[src/rtl/multicycle_controller.sv]
// Control FSM for the multicycle RISC-V core: sequences fetch/decode/execute/
// memory/writeback and decodes the 3-bit ALUControl for the shared ALU.
module multicycle_controller (
  input  logic       clk,
  input  logic       reset,
  input  logic [6:0] op,
  input  logic [2:0] funct3,
  input  logic       funct7b5,
  input  logic       zero,
  output logic       PCWrite,
  output logic       AdrSrc,
  output logic       MemWrite,
  output logic       IRWrite,
  output logic       RegWrite,
  output logic [1:0] ResultSrc,
  output logic [1:0] ALUSrcA,
  output logic [1:0] ALUSrcB,
  output logic [2:0] ImmSrc,
  output logic [2:0] ALUControl,
  output logic       instr_done,
  output logic       illegal,
  output logic [3:0] state
);

  typedef enum logic [3:0] {
    S_FETCH    = 4'd0,
    S_DECODE   = 4'd1,
    S_MEMADR   = 4'd2,
    S_MEMREAD  = 4'd3,
    S_MEMWB    = 4'd4,
    S_MEMWRITE = 4'd5,
    S_EXECUTER = 4'd6,
    S_EXECUTEI = 4'd7,
    S_ALUWB    = 4'd8,
    S_JAL      = 4'd9,
    S_BRANCH   = 4'd10,
    S_LUI      = 4'd11
  } state_t;

  state_t     state_reg, state_next;
  logic       pc_update, branch, taken;
  logic       ir_write, reg_write, mem_write, done, illegal_op;
  logic [1:0] alu_op;

  always_ff @(posedge clk or posedge reset) begin
    if (reset) state_reg <= S_FETCH;
    else       state_reg <= state_next;
  end

  always_comb begin
    state_next = S_FETCH;
    pc_update  = 1'b0;
    branch     = 1'b0;
    alu_op     = 2'b00;
    ir_write   = 1'b0;
    reg_write  = 1'b0;
    mem_write  = 1'b0;
    done       = 1'b0;
    illegal_op = 1'b0;
    AdrSrc     = 1'b0;
    ResultSrc  = 2'b00;
    ALUSrcA    = 2'b00;
    ALUSrcB    = 2'b00;
    case (state_reg)
      S_FETCH: begin
        ir_write   = 1'b1;
        ALUSrcB    = 2'b10;
        ResultSrc  = 2'b10;
        pc_update  = 1'b1;
        state_next = S_DECODE;
      end
      S_DECODE: begin
        ALUSrcA = 2'b01;
        ALUSrcB = 2'b01;
        case (op)
          7'b0000011, 7'b0100011: state_next = S_MEMADR;
          7'b0110011:             state_next = S_EXECUTER;
          7'b0010011:             state_next = S_EXECUTEI;
          7'b1101111:             state_next = S_JAL;
          7'b1100011:             state_next = S_BRANCH;
          7'b0110111:             state_next = S_LUI;
          default: begin
            state_next = S_FETCH;
            illegal_op = 1'b1;
          end
        endcase
      end
      S_MEMADR: begin
        ALUSrcA    = 2'b10;
        ALUSrcB    = 2'b01;
        state_next = op[5] ? S_MEMWRITE : S_MEMREAD;
      end
      S_MEMREAD: begin
        AdrSrc     = 1'b1;
        state_next = S_MEMWB;
      end
      S_MEMWB: begin
        ResultSrc = 2'b01;
        reg_write = 1'b1;
        done      = 1'b1;
      end
      S_MEMWRITE: begin
        AdrSrc    = 1'b1;
        mem_write = 1'b1;
        done      = 1'b1;
      end
      S_EXECUTER: begin
        ALUSrcA    = 2'b10;
        alu_op     = 2'b10;
        state_next = S_ALUWB;
      end
      S_EXECUTEI: begin
        ALUSrcA    = 2'b10;
        ALUSrcB    = 2'b01;
        alu_op     = 2'b10;
        state_next = S_ALUWB;
      end
      S_ALUWB: begin
        reg_write = 1'b1;
        done      = 1'b1;
      end
      S_JAL: begin
        ALUSrcA    = 2'b01;
        ALUSrcB    = 2'b10;
        pc_update  = 1'b1;
        state_next = S_ALUWB;
      end
      S_LUI: begin
        ALUSrcA    = 2'b11;
        ALUSrcB    = 2'b01;
        state_next = S_ALUWB;
      end
      S_BRANCH: begin
        ALUSrcA = 2'b10;
        alu_op  = 2'b01;
        branch  = 1'b1;
        done    = 1'b1;
      end
      default: state_next = S_FETCH;
    endcase
  end

  always_comb begin
    case (funct3)
      3'b000:  taken = zero;
      3'b001:  taken = ~zero;
      default: taken = 1'b0;
    endcase
  end

  // Enables are masked while reset is held, since the state already reads FETCH.
  assign PCWrite    = ~reset & (pc_update | (branch & taken));
  assign IRWrite    = ~reset & ir_write;
  assign RegWrite   = ~reset & reg_write;
  assign MemWrite   = ~reset & mem_write;
  assign instr_done = ~reset & done;
  assign illegal    = ~reset & illegal_op;
  assign state      = state_reg;

  always_comb begin
    case (op)
      7'b0000011, 7'b0010011: ImmSrc = 3'b000;
      7'b0100011:             ImmSrc = 3'b001;
      7'b1100011:             ImmSrc = 3'b010;
      7'b1101111:             ImmSrc = 3'b011;
      7'b0110111:             ImmSrc = 3'b100;
      default:                ImmSrc = 3'b000;
    endcase
  end

  always_comb begin
    ALUControl = 3'b000;
    if (alu_op == 2'b01) begin
      ALUControl = 3'b001;
    end else if (alu_op == 2'b10) begin
      case (funct3)
        3'b000:  ALUControl = (funct7b5 & op[5]) ? 3'b001 : 3'b000;
        3'b001:  ALUControl = 3'b110;
        3'b010:  ALUControl = 3'b101;
        3'b100:  ALUControl = 3'b100;
        3'b101:  ALUControl = 3'b111;
        3'b110:  ALUControl = 3'b011;
        3'b111:  ALUControl = 3'b010;
        default: ALUControl = 3'b000;
      endcase
    end
  end

endmodule
[config.mk]
export PLATFORM = sky130hd
export DESIGN_NAME = multicycle_controller
export DESIGN_NICKNAME = d
export VERILOG_FILES = /design/src/rtl/multicycle_controller.sv
export SDC_FILE = /design/constraint.sdc
export NUM_CORES = 1
export LEC_CHECK = 0
export ABC_AREA = 1
export CAP_MARGIN = 15
export CORE_AREA = 2 2 39 41
export DETAILED_ROUTE_END_ITERATION = 12
export DIE_AREA = 0 0 41 43
export DONT_BUFFER_PORTS = 1
export GPL_TIMING_DRIVEN = 1
export PLACE_DENSITY = 0.67
export SYNTH_ARGS = -nofsm -noshare
export SYNTH_HDL_FRONTEND = slang
export SYNTH_SLANG_ARGS = --single-unit
[constraint.sdc]
create_clock -name clk -period 1.2 [get_ports clk]
set_input_delay 0.12 -clock clk [delete_from_list [all_inputs] [get_ports clk]]
set_output_delay 0.12 -clock clk [all_outputs]
set_load 0.01 [all_outputs]
# Word-level counts from Yosys, hierarchy flattened
# Cells that the tools add are included.
# W data, S select, Z words.
word_totals:
  reg_bits: 4
  input_bits: 14
  output_inout_bits: 23
  wordCells: 73
classes:
  eq_ne: 26
  muxes: 22
  bitwise: 11
  n_reduce_logical: 13
ops:
  columns: ["operator", "n"]
  rows:
  - ["$pmux W4 S6", 1]
  - ["$eq A7 B6 Y1 const B", 3]
  - ["$pmux W3 S7", 1]
  - ["$pmux W4 S5", 1]
  - ["$eq A4 B3 Y1 const B", 4]
  - ["$eq A4 B4 Y1 const B", 4]
  - ["$reduce_or A4 Y1", 4]
  - ["$eq A7 B7 Y1 const B", 2]
  - ["$eq A3 B3 Y1 const B", 4]
  - ["$pmux W2 S2", 3]
  - ["$pmux W3 S4", 1]
  - ["$reduce_or A2 Y1", 6]
  - ["$mux W1", 10]
  - ["$mux W3", 3]
  - ["$and A1 B1 Y1", 8]
  - ["$eq A4 B2 Y1 const B", 2]
  - ["$eq A7 B2 Y1 const B", 1]
  - ["$eq A7 B5 Y1 const B", 1]
  - ["$reduce_or A7 Y1", 1]
  - ["$pmux W2 S3", 1]
  - ["$eq A4 B1 Y1 const B", 1]
  - ["$logic_not A4 Y1", 1]
  - ["$eq A3 B1 Y1 const B", 1]
  - ["$eq A3 B2 Y1 const B", 1]
  - ["other kinds (6)", 7]

# Depth between registers and ports, before layout
# Gate-level depths: netlist of run 1.
depth:
  ltp_word: 6
  ltp_mapped: 8
  mapped_depth_nobuf: 8

# Worst setup path before layout of run 1
# OpenSTA, ideal clock, no wires.
synth_path:
  path_type: "reg-to-output"
  from: "register state_reg[0], in the netlist state[0]"
  to: "output PCWrite"
  arrival_ns: 1.174
  required_ns: 1.080
  setup_slack_ns: -0.094
  stages_incl_launch_ff: 6
  n_path_buf: 0
  cell_sequence: "dfrtp_1 > inv_1 > nand2_1 > nor2_2 > a21oi_1 > a21oi_1"
synth_between:
  elab_chain_cells: 5
  elab_cells_between_ends: 9
  classes_between: "eq/ne (2); mux (2); bitwise (3); reduce/logical (2)"
synth_lines:
  columns: ["element", "line_no", "rtl"]
  rows:
  - ["start: declaration", "40", "state_t state_reg, state_next;"]
  - ["start signal: assignment", "47", "else state_reg <= state_next;"]
  - ["$eq A4 B4 Y1 / $logic_not A4 Y1 (equally long branches)", "64", "case (state_reg)"]
  - ["$reduce_or A2 Y1 (no line) / $mux W1 (equally long branches)", null, null]
  - ["$mux W1 / $and A1 B1 Y1 (equally long branches)", "64, 152", null]
  - ["$or A1 B1 Y1 (*)", "152", "assign PCWrite = ~reset & (pc_update | (branch & taken));"]
  - ["$and A1 B1 Y1 (*)", "152", null]
  - ["end: declaration", "10", "output logic PCWrite,"]
# Every way passes the cells marked *; elsewhere a longest branch is shown, timed or not.

# Worst setup path after layout of run 1
layout_path:
  from: "register state_reg[2], in the netlist state[2]"
  to: "output illegal"
layout_between:
  elab_chain_cells: 3
layout_lines:
  columns: ["element", "line_no", "rtl"]
  rows:
  - ["$eq A4 B1 Y1", "64", null]
  - ["$mux W1", "64", null]
  - ["$and A1 B1 Y1", "157", "assign illegal = ~reset & illegal_op;"]
  - ["end: declaration", "21", "output logic illegal,"]
# No other way between the ends.

==> results of run 1 <==
==> cells in the final DEF (no fill, tap or decap), drive strengths merged <==
| master | n |
|---|---|
| a21oi | 6 |
| a22oi | 1 |
| and3 | 2 |
| buf | 17 |
| clkbuf | 4 |
| dfrtp | 4 |
| dlygate4sd3 | 1 |
| inv | 24 |
| nand2 | 37 |
| nand3 | 9 |
| nor2 | 29 |
| nor3 | 3 |
| o211ai | 1 |
| o21ai | 4 |
| o31ai | 1 |
==> Yosys cell counts, drive strengths merged <==
| library cell | count | area (µm²) |
|---|---|---|
| buf | 1 | 5.00 |
| nand2 | 37 | 139 |
| nand3 | 9 | 45.0 |
| o211ai | 1 | 12.5 |
| nor3 | 3 | 20.0 |
| o21ai | 4 | 20.0 |
| dfrtp | 4 | 100 |
| nor2 | 29 | 126 |
| and3 | 2 | 12.5 |
| inv | 24 | 90.1 |
| a22oi | 1 | 7.51 |
| a21oi | 6 | 30.0 |
| o31ai | 1 | 7.51 |
==> report_power, final <==
group          switching (mW)  internal [mW]
logic                   0.446          0.314
registers              0.0321          0.162
clock network          0.0673          0.126
==> worst max path at each step <==
stage	end	from	slack (ps)
final	illegal	state[2]	-230
after global routing	RegWrite	state[2]	-320
after CTS	PCWrite	state[3]	-240
after detailed placement	ALUControl[1]	state[3]	-30
after global placement	ALUControl[1]	state[3]	-10
after floorplan	PCWrite	state[1]	20
==> layer usage <==
| metal | track usage | up-vias |
|---|---|---|
| met4 | 0.167 | 0 |
| met2 | 0.372 | 31 |
| met5 | 0 | - |
| li1 | - | 423 |
| met3 | 0.0157 | 6 |
| met1 | 0.263 | 354 |
==> worst max-delay path: stages (launching register included) <==
cell and delay (ps):
dfrtp_2 440, nor2_2 170, nand3_1 100, nor2_1 120
nand3_1 90, nor2_2 140
==> metrics by stage <==
step / hold slack, ps / instances
after floorplan: -105 / 122
after global placement: -93.5 / 148
after detailed placement: -84.8 / 148
after CTS: 64.4 / 158
after global routing: 91.6 / 159
final: 74.5 / 159
==> final cells by class <==
| class | instances | area, µm² |
|---|---|---|
| inverters | 24 | 90.1 |
| clock buffers | 4 | 26.3 |
| fillers | 139 | 498 |
| well taps | 16 | 20.0 |
| repair buffers | 18 | 141 |
| flip-flops and latches | 4 | 104 |
| multi-input cells | 93 | 504 |
==> repair_timing <==
item,in CTS,in global routing
setup buffers,5,1
setup endpoints to repair,15,20
pin swaps,3,0
endpoints found under the hold margin,4,0
hold buffers,1,0
gates resized for setup,22,3
==> cells by family after synthesis <==
family / after synthesis
AO/OA/AOI/OAI: 13
flip-flops: 4
buffers and inverters: 25
AND/OR/NAND/NOR: 80
==> flow_metrics.py, run 1 <==
metrics = {
    "sta": {
        "drv_slew": 0,
        "fin_worst_skew_ps": 9.44,
        "fin_ws_ps": -226,
        "post-route-period-util": 1.19,
        "fin_crit_ps": 1430,
        "rsz0062_at_grt": "true",
        "fmax_mhz": 701,
        "final-setup-viol-count": 16,
        "tightestPinTransition_ps": 350,
        "tns_ps": -2630,
        "relSlewSlack": 0.764,
        "hold_viol": 0,
    },
    "clock_tree": {
        "tritoncts": "done",
        "clk_pin_slew_ps": 50,
        "clock_sinks": 4,
        "clockRootBuffer": "clkbuf_4",
        "htreeDepth": 1,
        "clk_latency_ps": 250,
        "cts_made_buffers": 3,
        "cts_buffer_depth": 2,
    },
    "global_route": {
        "grt_pass1_wl_um": 2790,
        "grt_usage": 0.230,
        "grt_pass1_vias": 738,
        "antenna_found_initial": 0,
        "grt_max_degree": 9,
        "grt_overflow": 0,
    },
    "logic_synthesis": {
        "netlist_area_um2": 616,
        "synth_top_family_by_area": "simple AND/OR/NAND/NOR gates",
        "yosys.area_share.adder": 0,
        "synth_compound_area_frac": 0.126,
        "synth_cell_types": 17,
        "avgSynthCellArea_um2": 5.05,
        "synth_xor_area_frac": 0,
        "yosysWarnings": 0,
        "synth.area.mux_share": 0,
        "synth-simple-area-share": 0.557,
        "ys_seq_area_frac": 0.163,
        "synth_seq_cells": 4,
        "syn-num-nets": 136,
        "syn-instance-count": 122,
    },
    "drt": {
        "drtIter0Drc": 19,
        "routedWlPerCell_um": 11.1,
        "num_vias": 814,
        "viasPerCell": 5.12,
        "ant_nets": 0,
        "wl_um": 1770,
        "dr_wl_met3_um": 93,
        "wl_met2_um": 855,
        "first_pass_iters": 4,
        "wirelength_met1_um": 758,
        "post-route-drc-count": 0,
        "highest_layer": "met4",
    },
    "hold_path": {
        "hold_class": "in2reg",
        "min_path_cells": 3,
        "worstHoldEndpoint": "state[1]",
        "min_from": "op[5]",
    },
    "setup_path": {
        "worstPathArrival_ps": 1310,
        "r2r_slack_ps": 20,
        "crit_fanout": 5,
        "cp.required_ps": 1080,
        "rr_endpoint": "state[2]",
        "r2r-start": "state[2]",
        "startpoint_type": "flip-flop",
        "crit_path_end_kind": "output port",
        "crit_type": "reg2out",
        "ff2ff_path_depth": 6,
    },
    "cells_and_area": {
        "largest_reg_flops": 4,
        "diodes": 0,
        "fin_nets": 158,
        "drive_gt1_frac": 0.371,
        "syn_to_final_growth_pct": 43.9,
        "post-route-util": 0.640,
        "final_area_um2": 886,
    },
    "floorplan": {
        "rows": 14,
        "ios": 37,
        "core_um2": 1380,
        "die_w_um": 41,
        "die_y_um": 43,
        "dieArea_um2": 1760,
        "start_util": 0.445,
    },
    "status": {
        "status": "finished with violations",
        "violations": "setup timing",
    },
    "power": {
        "peakVddDrop_uv": 569,
        "p_leak_nw": 0.460,
        "power.total_mw": 1.15,
        "power_density_nw_per_um2": 1290,
    },
    "placement": {
        "gp_congestion": 0.839,
        "port_buffers": 0,
        "placedInstanceArea_um2": 723,
        "dp_slack_ps": -28.6,
        "hpwlAfterDp_um": 1360,
    },
    "run": {
        "maxCapViolations": 0,
    },
}
No activity file was read; power rests on OpenSTA's default activity.
==> inputs of run 2 (changes only) <==
Clock period 1.2 ns to 1.7 ns, I/O delays scaled along.
==> flow_metrics.py, run 2 (synthesized netlist as in run 1, its figures left out) <==
metrics = {
    "setup_path": {
        "crit_fanout": 5,
        "crit_path_end_kind": "output port",
        "ff2ff_path_depth": 7,
        "rr_endpoint": "state[3]",
        "worst_path_max_delay_cell": "dfrtp_1",
        "crit_type": "reg2out",
        "startpoint_type": "flip-flop",
        "r2r_slack_ps": 400,
        "r2r-start": "state[3]",
        "worstPathArrival_ps": 1450,
        "crit_chain": "nor2_2, inv_2, nor3_2, a21oi_1, nand2_1",
        "cp.required_ps": 1530,
        "cp_slowest_stage_delay_ps": 460,
    },
    "drt": {
        "drtIter0Drc": 10,
        "num_vias": 746,
        "routedWlPerCell_um": 11.3,
        "ant_nets": 0,
        "post-route-drc-count": 0,
        "first_pass_iters": 4,
        "wl_um": 1600,
        "viasPerCell": 5.29,
    },
    "power": {
        "p_leak_nw": 0.374,
        "power_density_nw_per_um2": 870,
        "power.total_mw": 0.594,
        "peakVddDrop_uv": 296,
    },
    "global_route": {
        "antenna_found_initial": 0,
        "grt_pass1_vias": 676,
        "grt_pass1_wl_um": 2500,
        "grt_overflow": 0,
        "grt_max_degree": 9,
        "grt_usage": 0.206,
    },
    "run": {
        "maxCapViolations": 0,
    },
    "status": {
        "status": "finished, final reports clean",
    },
    "floorplan": {
        "die_w_um": 41,
        "die_y_um": 43,
        "dieArea_um2": 1760,
        "core_um2": 1380,
        "start_util": 0.445,
        "rows": 14,
        "ios": 37,
    },
    "sta": {
        "drv_slew": 0,
        "fin_worst_skew_ps": 7.15,
        "final-setup-viol-count": 0,
        "post-route-period-util": 0.952,
        "hold_viol": 0,
        "tightestPinTransition_ps": 369,
        "fmax_mhz": 618,
        "fin_crit_ps": 1620,
        "relSlewSlack": 0.752,
        "tns_ps": 0,
        "rsz0062_at_grt": "true",
        "fin_ws_ps": 82.4,
    },
    "cells_and_area": {
        "final-instance-count-excl-fill": 141,
        "final_common_cell": "nand2_1",
        "fin_nets": 141,
        "diodes": 0,
        "drive_gt1_frac": 0.160,
        "final_cell_mix": "nand2_1 (37), nor2_1 (22), inv_1 (19)",
        "syn_to_final_growth_pct": 10.8,
        "largest_reg_flops": 4,
    },
    "placement": {
        "gp_congestion": 0.727,
        "dpl.cell_count": 137,
        "dp_slack_ps": 231,
        "hpwlAfterDp_um": 1250,
        "port_buffers": 0,
    },
    "clock_tree": {
        "clock_sinks": 4,
        "htreeDepth": 1,
        "tritoncts": "done",
        "clk_latency_ps": 240,
        "cts_buffer_depth": 2,
        "clockRootBuffer": "clkbuf_4",
        "cts_made_buffers": 3,
        "clk_pin_slew_ps": 40,
    },
    "hold_path": {
        "worstHoldEndpoint": "state[1]",
        "min_path_cells": 3,
        "hold_class": "in2reg",
        "min_from": "op[5]",
    },
}
-- run 2: worst max path at each step --
stage                     slack (ps)      from  depth (start not counted)         end
after global routing              -2  state[2]                          5  ALUSrcB[0]
final                             80  state[2]                          5  ALUSrcB[0]
after CTS                         20  state[0]                          5     PCWrite
after global placement           280  state[0]                          5     PCWrite
after detailed placement         230  state[0]                          5     PCWrite
after floorplan                  360  state[0]                          5     PCWrite
-- run 2: layout make-up --
| type | count | area, µm² |
|---|---|---|
| Sequential cell | 4 | 101 |
| Timing Repair Buffer | 1 | 10.0 |
| Clock buffer | 3 | 22.5 |
| Tap cell | 16 | 20.0 |
| Multi-Input combinational cell | 93 | 438 |
| Fill cell | 159 | 702 |
| Inverter | 24 | 90.1 |
-- run 2: metrics by stage --
step / instance area (µm²) / util / hold WS (ps)
after floorplan: 616 / - / -55.4
after global placement: 631 / 0.456 / -41.4
after detailed placement: 631 / 0.456 / -38.8
after CTS: 667 / 0.482 / 115
after global routing: 682 / 0.493 / 127
final: 682 / 0.493 / 128
-- run 2: power by group --
group	internal (mW)	total (mW)	leakage, nW	switching [mW]
Combinational	0.0953	0.328	0.308	0.233
Sequential	0.113	0.145	0.0517	0.0319
Clock	0.0791	0.120	0.0138	0.0413
Total	0.288	0.594	0.374	0.306
-- run 2: timing repair --
action	4_1_cts	5_1_grt
gates resized for setup	1	6
buffers inserted	0	0
endpoints found under the setup margin	1	7
hold buffers	1	0
hold endpoints to repair	4	0
-- run 2: worst max-delay path: cells and delay by family (launching register included) --
family                 cells  cell delay, ps
and+or+nand+nor            3             600
DFF                        1             460
buffers and inverters      1              80
AOI/OAI and AO/OA          1              80
-- run 2: per-layer routing --
layer	track usage	wire length (µm)	vias up
met5	0	0	-
met4	0.120	34	0
met3	0.0209	113	5
met2	0.356	777	30
met1	0.221	671	326
li1	-	-	385
